## src/rtl/mem_arb_pkg.sv

```systemverilog
// Shared types and helpers for the memory-port arbiter.
//   arb_state_e : grant FSM states (IDLE arbitrates, LOCK forwards a burst)
//   req_beat_t  : one request beat at the default widths (AW=32, DW=64)
//   own_w()     : width of a requester index, never less than 1
package mem_arb_pkg;

  localparam int NREQ_DEF = 2;
  localparam int AW_DEF   = 32;
  localparam int DW_DEF   = 64;

  function automatic int own_w(input int n);
    return (n > 1) ? $clog2(n) : 1;
  endfunction

  localparam int OWN_W = own_w(NREQ_DEF);

  typedef enum logic {
    IDLE = 1'b0,
    LOCK = 1'b1
  } arb_state_e;

  typedef struct packed {
    logic [AW_DEF-1:0]   addr;
    logic                write;
    logic [DW_DEF-1:0]   wdata;
    logic [DW_DEF/8-1:0] wstrb;
    logic                last;
  } req_beat_t;

endpackage

```

## src/rtl/mem_arb_owner_fifo.sv

```systemverilog
// In-order record of which requester owns each burst still awaiting its
// response. One entry is pushed per granted burst and popped on the final
// response beat of that burst.
//   clk, rst   : clock, asynchronous active-high reset (pointers only)
//   push, data : enqueue a requester index (ignored when full)
//   pop        : dequeue the head (ignored when empty)
//   head       : owner of the oldest outstanding burst
//   full/empty : occupancy flags
module mem_arb_owner_fifo
  import mem_arb_pkg::*;
#(
  parameter int DEPTH = 4,
  parameter int W     = 1
) (
  input  logic         clk,
  input  logic         rst,
  input  logic         push,
  input  logic [W-1:0] data,
  input  logic         pop,
  output logic [W-1:0] head,
  output logic         full,
  output logic         empty
);

  localparam int PW = $clog2(DEPTH);

  logic [W-1:0] store [DEPTH];
  // one extra pointer bit distinguishes full from empty
  logic [PW:0]  wr_ptr, rd_ptr;
  logic         do_push, do_pop;

  assign empty   = (wr_ptr == rd_ptr);
  assign full    = (wr_ptr[PW] != rd_ptr[PW]) && (wr_ptr[PW-1:0] == rd_ptr[PW-1:0]);
  assign do_push = push & ~full;
  assign do_pop  = pop & ~empty;
  assign head    = store[rd_ptr[PW-1:0]];

  always_ff @(posedge clk or posedge rst) begin
    if (rst) begin
      wr_ptr <= '0;
      rd_ptr <= '0;
    end else begin
      if (do_push) wr_ptr <= wr_ptr + 1'b1;
      if (do_pop)  rd_ptr <= rd_ptr + 1'b1;
    end
  end

  // payload needs no reset: it is only read while the pointers say valid
  always_ff @(posedge clk) begin
    if (do_push) store[wr_ptr[PW-1:0]] <= data;
  end

endmodule

```

## src/rtl/mem_share_arbiter.sv

```systemverilog
// Shares one memory request port between NREQ requesters.
// Round-robin grant, locked for a whole burst, with a one-cycle arbitration
// bubble in IDLE. Responses are steered back through an in-order owner FIFO.
//   clk, rst          : clock, asynchronous active-high reset
//   req_*             : per-requester request beats (flat, requester i at [i*W+:W])
//   mem_req_*         : forwarded request beat toward memory
//   mem_rsp_*         : response beats from memory
//   rsp_valid/ready   : per-requester response handshake
//   rsp_data/rsp_last : response payload broadcast to all requesters
//   owner, busy       : locked requester and lock status
//   err               : sticky, a response arrived with no outstanding burst
module mem_share_arbiter
  import mem_arb_pkg::*;
#(
  parameter int NREQ      = 2,
  parameter int AW        = 32,
  parameter int DW        = 64,
  parameter int OWN_DEPTH = 4
) (
  input  logic                   clk,
  input  logic                   rst,
  input  logic [NREQ-1:0]        req_valid,
  output logic [NREQ-1:0]        req_ready,
  input  logic [NREQ*AW-1:0]     req_addr,
  input  logic [NREQ-1:0]        req_write,
  input  logic [NREQ*DW-1:0]     req_wdata,
  input  logic [NREQ*DW/8-1:0]   req_wstrb,
  input  logic [NREQ-1:0]        req_last,
  output logic                   mem_req_valid,
  input  logic                   mem_req_ready,
  output logic [AW-1:0]          mem_req_addr,
  output logic                   mem_req_write,
  output logic [DW-1:0]          mem_req_wdata,
  output logic [DW/8-1:0]        mem_req_wstrb,
  output logic                   mem_req_last,
  input  logic                   mem_rsp_valid,
  output logic                   mem_rsp_ready,
  input  logic [DW-1:0]          mem_rsp_data,
  input  logic                   mem_rsp_last,
  output logic [NREQ-1:0]        rsp_valid,
  input  logic [NREQ-1:0]        rsp_ready,
  output logic [DW-1:0]          rsp_data,
  output logic                   rsp_last,
  output logic [own_w(NREQ)-1:0] owner,
  output logic                   busy,
  output logic                   err
);

  localparam int              OW       = own_w(NREQ);
  localparam int              SW       = DW/8;
  localparam logic [OW:0]     NREQ_W   = (OW+1)'(NREQ);
  localparam logic [OW-1:0]   LAST_IDX = OW'(NREQ-1);

  // flat ports viewed as per-requester lanes
  logic [NREQ-1:0][AW-1:0] addr_p;
  logic [NREQ-1:0][DW-1:0] wdata_p;
  logic [NREQ-1:0][SW-1:0] wstrb_p;
  assign addr_p  = req_addr;
  assign wdata_p = req_wdata;
  assign wstrb_p = req_wstrb;

  arb_state_e    state, state_nxt;
  logic [OW-1:0] owner_q, owner_nxt;
  logic [OW-1:0] rr_ptr, rr_nxt;
  logic          started, started_nxt;  // first beat of current burst already pushed
  logic          push, pop, full, empty, err_set;
  logic [OW-1:0] head;

  // ---------------- round-robin search ----------------
  // Rotate the valid vector so rr_ptr lands at bit 0, take the lowest set
  // bit, then map the offset back to an absolute index modulo NREQ.
  logic [2*NREQ-1:0] dbl;
  logic [NREQ-1:0]   rot;
  logic [OW:0]       sum;
  logic [OW-1:0]     pick;
  logic              found;

  always_comb begin
    dbl   = {req_valid, req_valid};
    rot   = NREQ'(dbl >> rr_ptr);
    pick  = '0;
    found = 1'b0;
    sum   = '0;
    for (int k = 0; k < NREQ; k++) begin
      if (!found && rot[k]) begin
        found = 1'b1;
        sum   = {1'b0, rr_ptr} + (OW+1)'(k);
        pick  = (sum >= NREQ_W) ? OW'(sum - NREQ_W) : OW'(sum);
      end
    end
  end

  // ---------------- grant FSM + request mux ----------------
  always_comb begin
    state_nxt     = state;
    owner_nxt     = owner_q;
    rr_nxt        = rr_ptr;
    started_nxt   = started;
    push          = 1'b0;
    req_ready     = '0;
    mem_req_valid = 1'b0;
    mem_req_addr  = '0;
    mem_req_write = 1'b0;
    mem_req_wdata = '0;
    mem_req_wstrb = '0;
    mem_req_last  = 1'b0;
    case (state)
      IDLE: begin
        // registered grant: nothing reaches the memory port from IDLE
        if (found && !full) begin
          owner_nxt   = pick;
          started_nxt = 1'b0;
          state_nxt   = LOCK;
        end
      end
      LOCK: begin
        mem_req_valid      = req_valid[owner_q];
        mem_req_addr       = addr_p[owner_q];
        mem_req_write      = req_write[owner_q];
        mem_req_wdata      = wdata_p[owner_q];
        mem_req_wstrb      = wstrb_p[owner_q];
        mem_req_last       = req_last[owner_q];
        req_ready[owner_q] = mem_req_ready;
        if (req_valid[owner_q] && mem_req_ready) begin
          push = ~started;
          if (req_last[owner_q]) begin
            state_nxt   = IDLE;
            started_nxt = 1'b0;
            rr_nxt      = (owner_q == LAST_IDX) ? '0 : owner_q + 1'b1;
          end else begin
            started_nxt = 1'b1;
          end
        end
      end
      default: state_nxt = IDLE;
    endcase
  end

  always_ff @(posedge clk or posedge rst) begin
    if (rst) begin
      state   <= IDLE;
      owner_q <= '0;
      rr_ptr  <= '0;
      started <= 1'b0;
    end else begin
      state   <= state_nxt;
      owner_q <= owner_nxt;
      rr_ptr  <= rr_nxt;
      started <= started_nxt;
    end
  end

  assign owner = owner_q;
  assign busy  = (state == LOCK);

  // ---------------- owner FIFO ----------------
  mem_arb_owner_fifo #(
    .DEPTH (OWN_DEPTH),
    .W     (OW)
  ) u_own_fifo (
    .clk   (clk),
    .rst   (rst),
    .push  (push),
    .data  (owner_q),
    .pop   (pop),
    .head  (head),
    .full  (full),
    .empty (empty)
  );

  // ---------------- response demux ----------------
  // Gated by rst so every output reads 0 while reset is held.
  always_comb begin
    rsp_valid     = '0;
    rsp_data      = '0;
    rsp_last      = 1'b0;
    mem_rsp_ready = 1'b0;
    pop           = 1'b0;
    err_set       = 1'b0;
    if (!rst) begin
      if (empty) begin
        // orphan beat: swallow it so memory cannot stall, and flag it
        mem_rsp_ready = mem_rsp_valid;
        err_set       = mem_rsp_valid;
      end else begin
        rsp_valid[head] = mem_rsp_valid;
        rsp_data        = mem_rsp_valid ? mem_rsp_data : '0;
        rsp_last        = mem_rsp_valid & mem_rsp_last;
        mem_rsp_ready   = rsp_ready[head];
        pop             = mem_rsp_valid & rsp_ready[head] & mem_rsp_last;
      end
    end
  end

  always_ff @(posedge clk or posedge rst) begin
    if (rst)          err <= 1'b0;
    else if (err_set) err <= 1'b1;
  end

endmodule

```

## config.mk

```make
export PLATFORM = sky130hd
export DESIGN_NAME = mem_share_arbiter
export DESIGN_NICKNAME = d
export VERILOG_FILES = /design/src/rtl/mem_arb_pkg.sv /design/src/rtl/mem_arb_owner_fifo.sv /design/src/rtl/mem_share_arbiter.sv
export SDC_FILE = /design/constraint.sdc
export NUM_CORES = 1
export LEC_CHECK = 0
export BUFFER_PORTS_ARGS = -buffer_cell sky130_fd_sc_hd__buf_2
export CAP_MARGIN = 10
export CORE_AREA = 5 5 180 182
export CTS_BUF_LIST = sky130_fd_sc_hd__clkbuf_4
export CTS_CLUSTER_DIAMETER = 120
export DETAILED_ROUTE_END_ITERATION = 10
export DIE_AREA = 0 0 185 187
export SLEW_MARGIN = 15
export SYNTH_ARGS = -nofsm -noshare
export SYNTH_HDL_FRONTEND = slang
export SYNTH_SLANG_ARGS = --single-unit
```

## constraint.sdc

```tcl
create_clock -name clk -period 4.9 [get_ports clk]
set_input_delay 0.735 -clock clk [delete_from_list [all_inputs] [get_ports clk]]
set_output_delay 0.735 -clock clk [all_outputs]
set_load 0.005 [all_outputs]
```

==> flow_metrics.env, run 1 <==
export IMPL_cts_resized=0
export IMPL_rsz0062_at_grt="false"
export IMPL_drt_wl_total_um=17300
export IMPL_place_inst=1211
export IMPL_regToRegSetupSlack_ps=2390
export IMPL_synth_commonest_cells="mux2i_1 (108), nor2b_1 (107), and2_1 (68), clkbuf_1 (22)"
export IMPL_drv_slew=0
export IMPL_synth_top_area_share_pct=34.7
export IMPL_p_leak_nw=3.41
export IMPL_tightest_slew_ps=883
export IMPL_skew_ps=8.18
export IMPL_synth_seq_area_share_pct=12.7
export IMPL_clockRootBuffer="clkbuf_4"
export IMPL_startpoint_type="flop"
export IMPL_fillCellCount=3464
export IMPL_dpl_hpwl_um=15300
export IMPL_setup_tns_ps=0
export IMPL_htree_levels=1
export IMPL_crit_fanout=59
export IMPL_grt_pass1_vias=4365
export IMPL_comb_power_share_pct=81.2
export IMPL_drt_pre_antenna_iters=4
export IMPL_setup_ws_ps=1910
export IMPL_p_sw_mw=1.05
export IMPL_cts_inserted_buffers=3
export IMPL_yosysUniqueCellTypes=31
export IMPL_synth_cells=382
export IMPL_fmax_mhz=335
export IMPL_rr_worst_depth=4
export IMPL_port_buffers=464
export IMPL_path_clk_slew_ps=100
export IMPL_die_w_um=185
export IMPL_synth_top_area_cell="mux2i_1"
export IMPL_relSlewSlack_pct=41.1
export IMPL_yosysMostFrequentCell="mux2i_1"
export IMPL_vdd_drop_max_uv=268
export IMPL_fin_crit_sh_pct=61.0
export IMPL_post_drt_wl_per_cell_um=14.2
export IMPL_cts_sinks=15
export IMPL_power_frac_clock_pct=3.3
export IMPL_arrival_ps=2250
export IMPL_antenna_found_initial=2
export IMPL_synth_cell_area_um2=3120
export IMPL_final_hold_viol_count=0
export IMPL_hold_buffers=0
export IMPL_cts_max_path_buffers=2
export IMPL_power_frac_seq_pct=15.5
export IMPL_multi_input_area_um2=2580
export IMPL_hp_class="in -> async"
export IMPL_dieHeight_um=187
export IMPL_p_per_area_nw_per_um2=377
export IMPL_grt_max_degree=85
export IMPL_post_place_ws_ps=1610
export IMPL_drcViolationCount=0
export IMPL_clk_latency_ps=290
export IMPL_end_kind="output pin"
export IMPL_switching_share_pct=47.3
export IMPL_finalCriticalPeriod_ps=2990
export IMPL_drive_gt1_share_pct=59.0
export IMPL_p_int_mw=1.17
export IMPL_vias_per_cell=3.56
export IMPL_r2r_end="u_own_fifo.wr_ptr[1]"
export IMPL_core_area_um2=30400
export IMPL_synth_area_per_cell_um2=8.16
export IMPL_whs_ps=470
export IMPL_row_count=64
export IMPL_synth_ff_type="dfrtp_1"
export IMPL_start_util_pct=10.2
export IMPL_yosysWarningCount=0
export IMPL_instances_no_fill=1218
export IMPL_post_cts_buffers=0
export IMPL_critPathRequiredTime_ps=4160
export IMPL_register_area_um2=400
export IMPL_synth_nets=672
export IMPL_timing_worst_setup_path_type="reg -> out"
export IMPL_synth_area_top_cells="mux2i_1 (35%), nor2b_1 (21%), and2_1 (14%)"
export IMPL_ys_ff_latch=15
export IMPL_status="complete, no violations"
export IMPL_async_flop_share_pct=73.3
export IMPL_grt_pass1_wl_um=23500
export IMPL_finish_utilization_pct=19.4
export IMPL_regToRegStartpoint="busy"
export IMPL_routed_via_count=4334
export IMPL_die_area_um2=34600
export IMPL_synth_edff_count=4
export IMPL_num_nets_final=1111
export IMPL_max_cap_violations=0
export IMPL_cts_tree="yes"
export IMPL_drtIter0Drc=135
export IMPL_ios=465
export IMPL_final_setup_viol_count=0
export IMPL_place_congestion=0.873
export IMPL_area_growth_pct=89.4
export IMPL_grt_use_total_pct=8.63
export IMPL_grt_overflow=0
export IMPL_ant_nets=0
==> worst max-delay path by stage <==
| stage | end | slack, ps | cells after the start | start |
|---|---|---|---|---|
| 2_1_floorplan | rsp_data[34] | 2310 | 5 | mem_rsp_valid |
| 3_3_place_gp | rsp_valid[1] | 1730 | 5 | rst |
| 3_5_place_dp | rsp_valid[1] | 1610 | 5 | rst |
| 4_1_cts | rsp_valid[1] | 1610 | 5 | rst |
| 5_1_grt | mem_req_wdata[57] | 1710 | 3 | busy |
| 6_report | mem_req_wstrb[7] | 1910 | 3 | busy |
==> routing by layer <==
layer / track usage (%) / routed length, um
met4: 2.40 / 431
met1: 8.82 / 5980
met2: 17.3 / 8990
met3: 1.79 / 1880
met5: 0 / 7
==> sequential cells by signal (all words and copies together), names as in the netlist <==
name               cells
busy                   1
err                    1
owner                  1
rr_ptr                 1
started                1
u_own_fifo.rd_ptr      3
u_own_fifo.store       4
u_own_fifo.wr_ptr      3
==> per-stage QoR <==
stage | instance area (um^2) | power (mW)
6_report | 5910 | 2.23
5_1_grt | 5900 | 2.43
4_1_cts | 5870 | 2.26
3_5_place_dp | 5850 | 2.17
3_3_place_gp | 5850 | 2.14
2_1_floorplan | 3120 | 1.38
==> cell usage in the layout (no fill, tap or decap), types with 2 or more instances in the layout <==
cell | Yosys | final
buf_2 | 11 | 464
mux2i_1 | 108 | 108
nor2b_1 | 107 | 107
and2_1 | 68 | 68
dfrtp_1 | 11 | 9
nor2_1 | 5 | 5
xnor2_1 | 5 | 5
xor2_1 | 5 | 5
ha_1 | 5 | 5
inv_1 | 4 | 4
edfxtp_1 | 4 | 4
nand2_1 | 3 | 3
nor3_1 | 3 | 3
clkbuf_4 | 0 | 3
diode_2 | 0 | 2
o22a_1 | 2 | 2
a31oi_1 | 3 | 2
mux2_4 | 2 | 2
==> cells by family after synthesis <==
kind of cell,count (synthesis),synth area share (%)
multiplexers,112,36.7
XOR/XNOR,10,2.81
buffers and inverters,37,4.90
adder cells (fa/ha/maj),5,2.01
AND/OR/NAND/NOR,194,38.8
flip-flops,15,12.7
AO/OA/AOI/OAI,9,2.05
==> critical path: stages (launching register included) <==
cell,delay (ps)
dfrtp_2,950
buf_4,530
nor2b_1,300
buf_2,170
==> power groups by stage <==
stage	Combinational, mW	Clock [mW]	Sequential (mW)
after global placement	1.79	0	0.350
after detailed placement	1.81	0	0.355
final	1.81	0.0730	0.346
after global routing	1.98	0.0856	0.365
after CTS	1.83	0.0787	0.352
after floorplan	1.15	0	0.233
==> final cells by class <==
| class | instances | share of cell area, % |
|---|---|---|
| multi-input combinational | 330 | 43.8 |
| timing repair buffer | 467 | 40.3 |
| tap | 396 | 8.39 |
| sequential | 15 | 6.78 |
| clock buffer | 3 | 0.381 |
| inverter | 4 | 0.254 |
| clock inverter | 1 | 0.0847 |
| antenna | 2 | 0.0847 |
No activity file was read; power rests on OpenSTA's default activity.
==> run 2: changes to the inputs <==
--- a/config.mk
+++ b/config.mk
@@ -5,6 +5,7 @@
 export SDC_FILE = /design/constraint.sdc
 export NUM_CORES = 1
 export LEC_CHECK = 0
+export ABC_AREA = 1
 export BUFFER_PORTS_ARGS = -buffer_cell sky130_fd_sc_hd__buf_2
 export CAP_MARGIN = 10
 export CORE_AREA = 5 5 180 182
==> constraint.sdc (replaced) <==
create_clock -name clk -period 3 [get_ports clk]
set_input_delay 0.45 -clock clk [delete_from_list [all_inputs] [get_ports clk]]
set_output_delay 0.45 -clock clk [all_outputs]
set_load 0.005 [all_outputs]
==> run 2 against run 1 <==
  * First-iteration DRC count is 35% higher
  * Flip-flop and latch count stayed put
  * Final area rose by 1.7%
  * Critical path depth increased by 5
  * Die area did not move
  * Non-clock buffer count rose by 5
  * Total power rose by 63%
  * Area after synthesis up 5.5%
  * Register-to-register slack worse by 1200 ps
  * Wire length rose by 14%
  * Critical path type unchanged
  * Largest cell class is now non-clock buffers
==> flow_metrics.env, run 2 <==
export IMPL_clockRootBuffer="clkbuf_4"
export IMPL_fmax_mhz=398
export IMPL_drt_pre_antenna_iters=5
export IMPL_synth_area_per_cell_um2=5.43
export IMPL_crit_chain="inv_1 > nand2_2 > nand2_2 > nand3_2 > nand2_4 > buf_4 > nor2_1 > buf_2"
export IMPL_synth_nets=895
export IMPL_rr_worst_depth=7
export IMPL_rsz0062_at_grt="false"
export IMPL_setup_ws_ps=491
export IMPL_relSlewSlack_pct=65.3
export IMPL_tightest_slew_ps=520
export IMPL_yosysUniqueCellTypes=29
export IMPL_routed_via_count=5317
export IMPL_crit_fanout=28
export IMPL_critPathRequiredTime_ps=2550
export IMPL_post_cts_buffers=0
export IMPL_arrival_ps=2060
export IMPL_p_leak_nw=3.59
export IMPL_ys_ff_latch=15
export IMPL_start_util_pct=10.8
export IMPL_finalCriticalPeriod_ps=2510
export IMPL_htree_levels=1
export IMPL_cpPeakStageDelay_ps=440
export IMPL_row_count=64
export IMPL_setup_tns_ps=0
export IMPL_synth_ff_type="dfrtp_1"
export IMPL_dpl_hpwl_um=17100
export IMPL_cts_sinks=15
export IMPL_hp_class="in -> async"
export IMPL_status="complete, no violations"
export IMPL_drv_slew=0
export IMPL_dieHeight_um=187
export IMPL_hold_buffers=0
export IMPL_clk_latency_ps=290
export IMPL_startpoint_type="flop"
export IMPL_multi_input_area_um2=2300
export IMPL_grt_max_degree=117
export IMPL_vias_per_cell=3.70
export IMPL_synth_edff_count=4
export IMPL_cts_resized=0
export IMPL_max_cap_violations=0
export IMPL_antenna_found_initial=4
export IMPL_slowest_stage="dfrtp_1"
export IMPL_ant_nets=0
export IMPL_dpl_cell_area_um2=5980
export IMPL_drt_wl_total_um=19600
export IMPL_register_area_um2=400
export IMPL_cts_max_path_buffers=2
export IMPL_cp_num_cells=8
export IMPL_p_per_area_nw_per_um2=603
export IMPL_yosysWarningCount=0
export IMPL_die_area_um2=34600
export IMPL_synth_cell_area_um2=3290
export IMPL_die_w_um=185
export IMPL_drive_gt1_share_pct=51.1
export IMPL_path_clk_slew_ps=100
export IMPL_ios=465
export IMPL_drcViolationCount=0
export IMPL_grt_pass1_vias=4963
export IMPL_cts_inserted_buffers=3
export IMPL_largest_reg_flops=4
export IMPL_fin_crit_sh_pct=83.6
export IMPL_grt_overflow=0
export IMPL_synth_cells=605
export IMPL_path_common_cell="nand2_2"
export IMPL_path_delay_family="simple AND/OR/NAND/NOR gates"
export IMPL_crit_start="u_own_fifo.wr_ptr[0]"
export IMPL_synth_top_area_share_pct=27.7
export IMPL_final_area_um2=6010
export IMPL_r2r_end="u_own_fifo.store[0]"
export IMPL_final_setup_viol_count=0
export IMPL_skew_ps=4.62
export IMPL_timing_worst_setup_path_type="reg -> out"
export IMPL_drtIter0Drc=182
export IMPL_synth_top_area_cell="nor2_1"
export IMPL_critPathBufInv=3
export IMPL_synth_area_top_cells="nor2_1 (28%), o21ai_0 (15%), nor2_4 (14%)"
export IMPL_final_common_cell="buf_2"
export IMPL_synth_commonest_cells="nor2_1 (243), o21ai_0 (98), inv_1 (85), nor2_4 (41), nand2_1 (35)"
export IMPL_fillCellCount=3504
export IMPL_num_nets_final=1331
export IMPL_place_congestion=0.797
export IMPL_cts_tree="yes"
export IMPL_regToRegStartpoint="owner"
export IMPL_yosysMostFrequentCell="nor2_1"
export IMPL_core_area_um2=30400
export IMPL_finish_utilization_pct=19.7
export IMPL_regToRegSetupSlack_ps=1200
export IMPL_final_cell_mix="buf_2 (464), nor2_1 (243), o21ai_0 (98)"
export IMPL_end_kind="output pin"
export IMPL_crit_end="rsp_data[22]"
export IMPL_area_growth_pct=82.6
export IMPL_port_buffers=464
export IMPL_synth_seq_area_share_pct=12.0
export IMPL_grt_use_total_pct=10.1
export IMPL_post_place_ws_ps=784
export IMPL_vdd_drop_max_uv=257
export IMPL_async_flop_share_pct=73.3
export IMPL_final_hold_viol_count=0
export IMPL_post_drt_wl_per_cell_um=13.7
export IMPL_grt_pass1_wl_um=27400
==> run 2: cell count changes after synthesis, sizes merged, moves of 69 or more <==
cell / previous run / this run
nor2: 5 / 285
o21ai: 1 / 111
mux2i: 108 / 0
nor2b: 107 / 0
inv: 4 / 88
and2: 69 / 0
==> run 2: area by class of cell <==
class / instances / area share, %
antenna: 1 / 0.0417
clock buffer: 3 / 0.375
clock inverter: 1 / 0.0833
inverter: 88 / 5.52
multi-input combinational: 461 / 38.4
sequential: 15 / 6.67
tap: 396 / 8.25
timing repair buffer: 472 / 40.7
==> run 2: worst min-delay path by stage <==
stage / startpoint / to / slack (ps) / cells past startpoint
2_1_floorplan: rst / busy / 310 / 1
3_3_place_gp: err / err / 450 / 2
3_5_place_dp: err / err / 450 / 2
4_1_cts: rst / err / 200 / 3
5_1_grt: rst / err / 200 / 3
6_report: rst / err / 200 / 3
==> run 2: layer usage <==
metal | part of all wire (%) | global-route usage (%) | wire length, um | vias to the layer above
met5 | 0.17 | 0 | 34 | -
met4 | 0.93 | 1.72 | 182 | 6
met3 | 16 | 4.92 | 3050 | 14
met2 | 51 | 19.5 | 10000 | 309
met1 | 32 | 9.70 | 6380 | 2290
li1 | - | - | - | 2698
==> run 2: report_power, final <==
part	total, mW	switching, mW	internal, mW
logic	3.14	1.91	1.24
registers	0.356	0.0714	0.285
clock network	0.123	0.0730	0.0495
==> run 2: cell families after synthesis <==
kind of cell	after synthesis	share of synthesized area [%]
adder cells (fa/ha/maj)	5	1.90
buffers and inverters	129	17.9
AO/OA/AOI/OAI	114	17.5
XOR/XNOR	2	0.533
AND/OR/NAND/NOR	340	50.2
flip-flops	15	12.0
==> run 2: worst register-to-register path: cells and delay by family (launching register included) <==
kind | cells | cell delay, ps
buffers and inverters | 2 | 430
AND/OR/NAND/NOR | 4 | 560
flip-flops | 1 | 440
AO/OA/AOI/OAI | 1 | 100
==> run 2: per-stage QoR <==
stage | power (mW) | cells | hold WS (ps)
5_1_grt | 4.09 | 1437 | 198
6_report | 3.62 | 1437 | 200
4_1_cts | 3.75 | 1436 | 201
2_1_floorplan | 2.08 | 605 | 311
3_5_place_dp | 3.60 | 1432 | 452
3_3_place_gp | 3.58 | 1432 | 446
==> run 3: changes to the inputs <==
--- a/config.mk
+++ b/config.mk
@@ -8,11 +8,11 @@
 export ABC_AREA = 1
 export BUFFER_PORTS_ARGS = -buffer_cell sky130_fd_sc_hd__buf_2
 export CAP_MARGIN = 10
-export CORE_AREA = 5 5 180 182
+export CORE_AREA = 5 5 177 179
 export CTS_BUF_LIST = sky130_fd_sc_hd__clkbuf_4
 export CTS_CLUSTER_DIAMETER = 120
 export DETAILED_ROUTE_END_ITERATION = 10
-export DIE_AREA = 0 0 185 187
+export DIE_AREA = 0 0 182 184
 export SLEW_MARGIN = 15
 export SYNTH_ARGS = -nofsm -noshare
 export SYNTH_HDL_FRONTEND = slang
==> constraint.sdc (replaced) <==
create_clock -name clk -period 2.1 [get_ports clk]
set_input_delay 0.315 -clock clk [delete_from_list [all_inputs] [get_ports clk]]
set_output_delay 0.315 -clock clk [all_outputs]
set_load 0.005 [all_outputs]
==> run 3 against run 2 <==
  * Sequential power increased by 45%
  * Clock power increased by 36%
  * Largest cell class unchanged
  * Worst setup slack got worse by 370 ps
  * Combinational power increased by 60%
  * Count of clock-buffer cells in the layout unchanged
  * Total power increased by 57%
  * Via count increased by 4.5%
  * Clock skew increased by 2.9 ps
  * First-iteration DRC count increased by 25%
  * Core utilization increased by 2.0 points
==> flow_metrics.env, run 3 (synthesis results as in run 2) <==
export IMPL_status="complete, no violations"
export IMPL_cts_sinks=15
export IMPL_end_kind="output pin"
export IMPL_dieHeight_um=184
export IMPL_final_hold_viol_count=0
export IMPL_hp_class="in -> async"
export IMPL_crit_fanout=5
export IMPL_critPathBufInv=3
export IMPL_path_clk_slew_ps=100
export IMPL_multi_input_area_um2=2350
export IMPL_row_count=63
export IMPL_relSlewSlack_pct=51.4
export IMPL_cp_num_cells=8
export IMPL_regToRegSetupSlack_ps=420
export IMPL_cpPeakStageDelay_ps=420
export IMPL_fillCellCount=3340
export IMPL_dpl_hpwl_um=16500
export IMPL_antenna_found_initial=4
export IMPL_vias_per_cell=3.82
export IMPL_port_buffers=464
export IMPL_path_delay_family="buffers and inverters"
export IMPL_crit_chain="inv_2 > nand2_2 > nand2_2 > nand3_4 > nand2_8 > buf_16 > a21oi_1 > buf_2"
export IMPL_drcViolationCount=0
export IMPL_skew_ps=7.57
export IMPL_drv_slew=0
export IMPL_fmax_mhz=505
export IMPL_ant_nets=0
export IMPL_critPathRequiredTime_ps=1780
export IMPL_rsz0062_at_grt="false"
export IMPL_area_growth_pct=94.8
export IMPL_vdd_drop_max_uv=354
export IMPL_num_nets_final=1354
export IMPL_grt_overflow=0
export IMPL_tightest_slew_ps=726
export IMPL_die_area_um2=33500
export IMPL_rr_worst_depth=6
export IMPL_clk_latency_ps=290
export IMPL_startpoint_type="flop"
export IMPL_grt_pass1_vias=5166
export IMPL_grt_pass1_wl_um=27100
export IMPL_post_drt_wl_per_cell_um=14.3
export IMPL_clockRootBuffer="clkbuf_4"
export IMPL_drt_wl_total_um=20900
export IMPL_ios=465
export IMPL_fin_crit_sh_pct=94.3
export IMPL_max_cap_violations=0
export IMPL_register_area_um2=403
export IMPL_finalCriticalPeriod_ps=1980
export IMPL_routed_via_count=5555
export IMPL_core_area_um2=29400
export IMPL_htree_levels=1
export IMPL_setup_tns_ps=0
export IMPL_cts_inserted_buffers=3
export IMPL_drt_pre_antenna_iters=4
export IMPL_path_common_cell="nand2_2"
export IMPL_p_per_area_nw_per_um2=890
export IMPL_cts_max_path_buffers=2
export IMPL_start_util_pct=11.2
export IMPL_final_common_cell="buf_2"
export IMPL_grt_use_total_pct=10.0
export IMPL_timing_worst_setup_path_type="reg -> out"
export IMPL_p_leak_nw=3.78
export IMPL_cts_tree="yes"
export IMPL_final_cell_mix="buf_2 (463), nor2_1 (243), o21ai_0 (98)"
export IMPL_largest_reg_flops=4
export IMPL_drive_gt1_share_pct=52.9
export IMPL_grt_max_degree=76
export IMPL_hold_buffers=0
export IMPL_slowest_stage="dfrtp_1"
export IMPL_drtIter0Drc=228
export IMPL_final_setup_viol_count=0
export IMPL_place_congestion=0.882
export IMPL_arrival_ps=1670
export IMPL_finish_utilization_pct=21.8
export IMPL_die_w_um=182
[run 3: cell types whose count changed in the layout (fill, tap and decap cells not counted), moves of 3 or more]
cell	before	now
nand2_2	2	5
nand2_1	35	32
buf_16	0	4
inv_1	85	82
clkbuf_16	0	8
buf_12	5	1
buf_4	3	15
inv_2	2	5
[run 3: report_power, final]
group / switching, mW / internal (mW) / total (mW)
Clock: 0.0962 / 0.0707 / 0.167
Combinational: 2.86 / 2.16 / 5.02
Sequential: 0.106 / 0.411 / 0.517
[run 3: routing by layer]
metal	part of all wire (%)	global-route usage (%)	wire length (um)
met1	35	10.9	7390
met2	50	18.0	10500
met3	11	3.32	2300
met4	3.3	3.99	680
met5	0.13	0	27
[run 3: worst register-to-register path, cell delays in order (launching register included)]
cell and delay [ps]:
dfrtp_4 550, buf_4 160, o21ai_2 160, nand3_2 150, inv_2 120, nand3_4 120
nor2_1 150
[run 3: path summary, 6_finish.rpt]
check,end,start
setup / recovery,rsp_valid[0],u_own_fifo.wr_ptr[1]
hold / removal,u_own_fifo.rd_ptr[2],rst
setup reg to reg,u_own_fifo.store[0],owner
hold reg to reg,err,err
max in group asynchronous,owner,rst
min in group clk,owner,req_valid[1]
[run 3: stage by stage]
step | total power, mW | hold WS, ps | setup slack, ps | cells | instance area [um^2]
after global routing | 6.31 | 48.3 | 8.21 | 1455 | 6400
after CTS | 5.18 | 31.9 | 4.39 | 1434 | 6030
after detailed placement | 4.98 | 359 | 339 | 1430 | 6000
final | 5.70 | 38.6 | 119 | 1455 | 6400
after floorplan | 2.97 | 176 | 570 | 605 | 3290
after global placement | 4.94 | 352 | 382 | 1430 | 6000
[run 3: cell type report]
class / instances / area share [%]
antenna: 2 / 0.0781
clock buffer: 3 / 0.352
clock inverter: 1 / 0.0781
inverter: 88 / 5.20
multi-input combinational: 462 / 36.6
sequential: 15 / 6.29
tap: 390 / 7.62
timing repair buffer: 494 / 43.7
[run 3: what timing repair did]
item | in CTS | in global routing
setup endpoints to repair | 0 | 80
buffers inserted | 0 | 8
resized for setup | 0 | 20
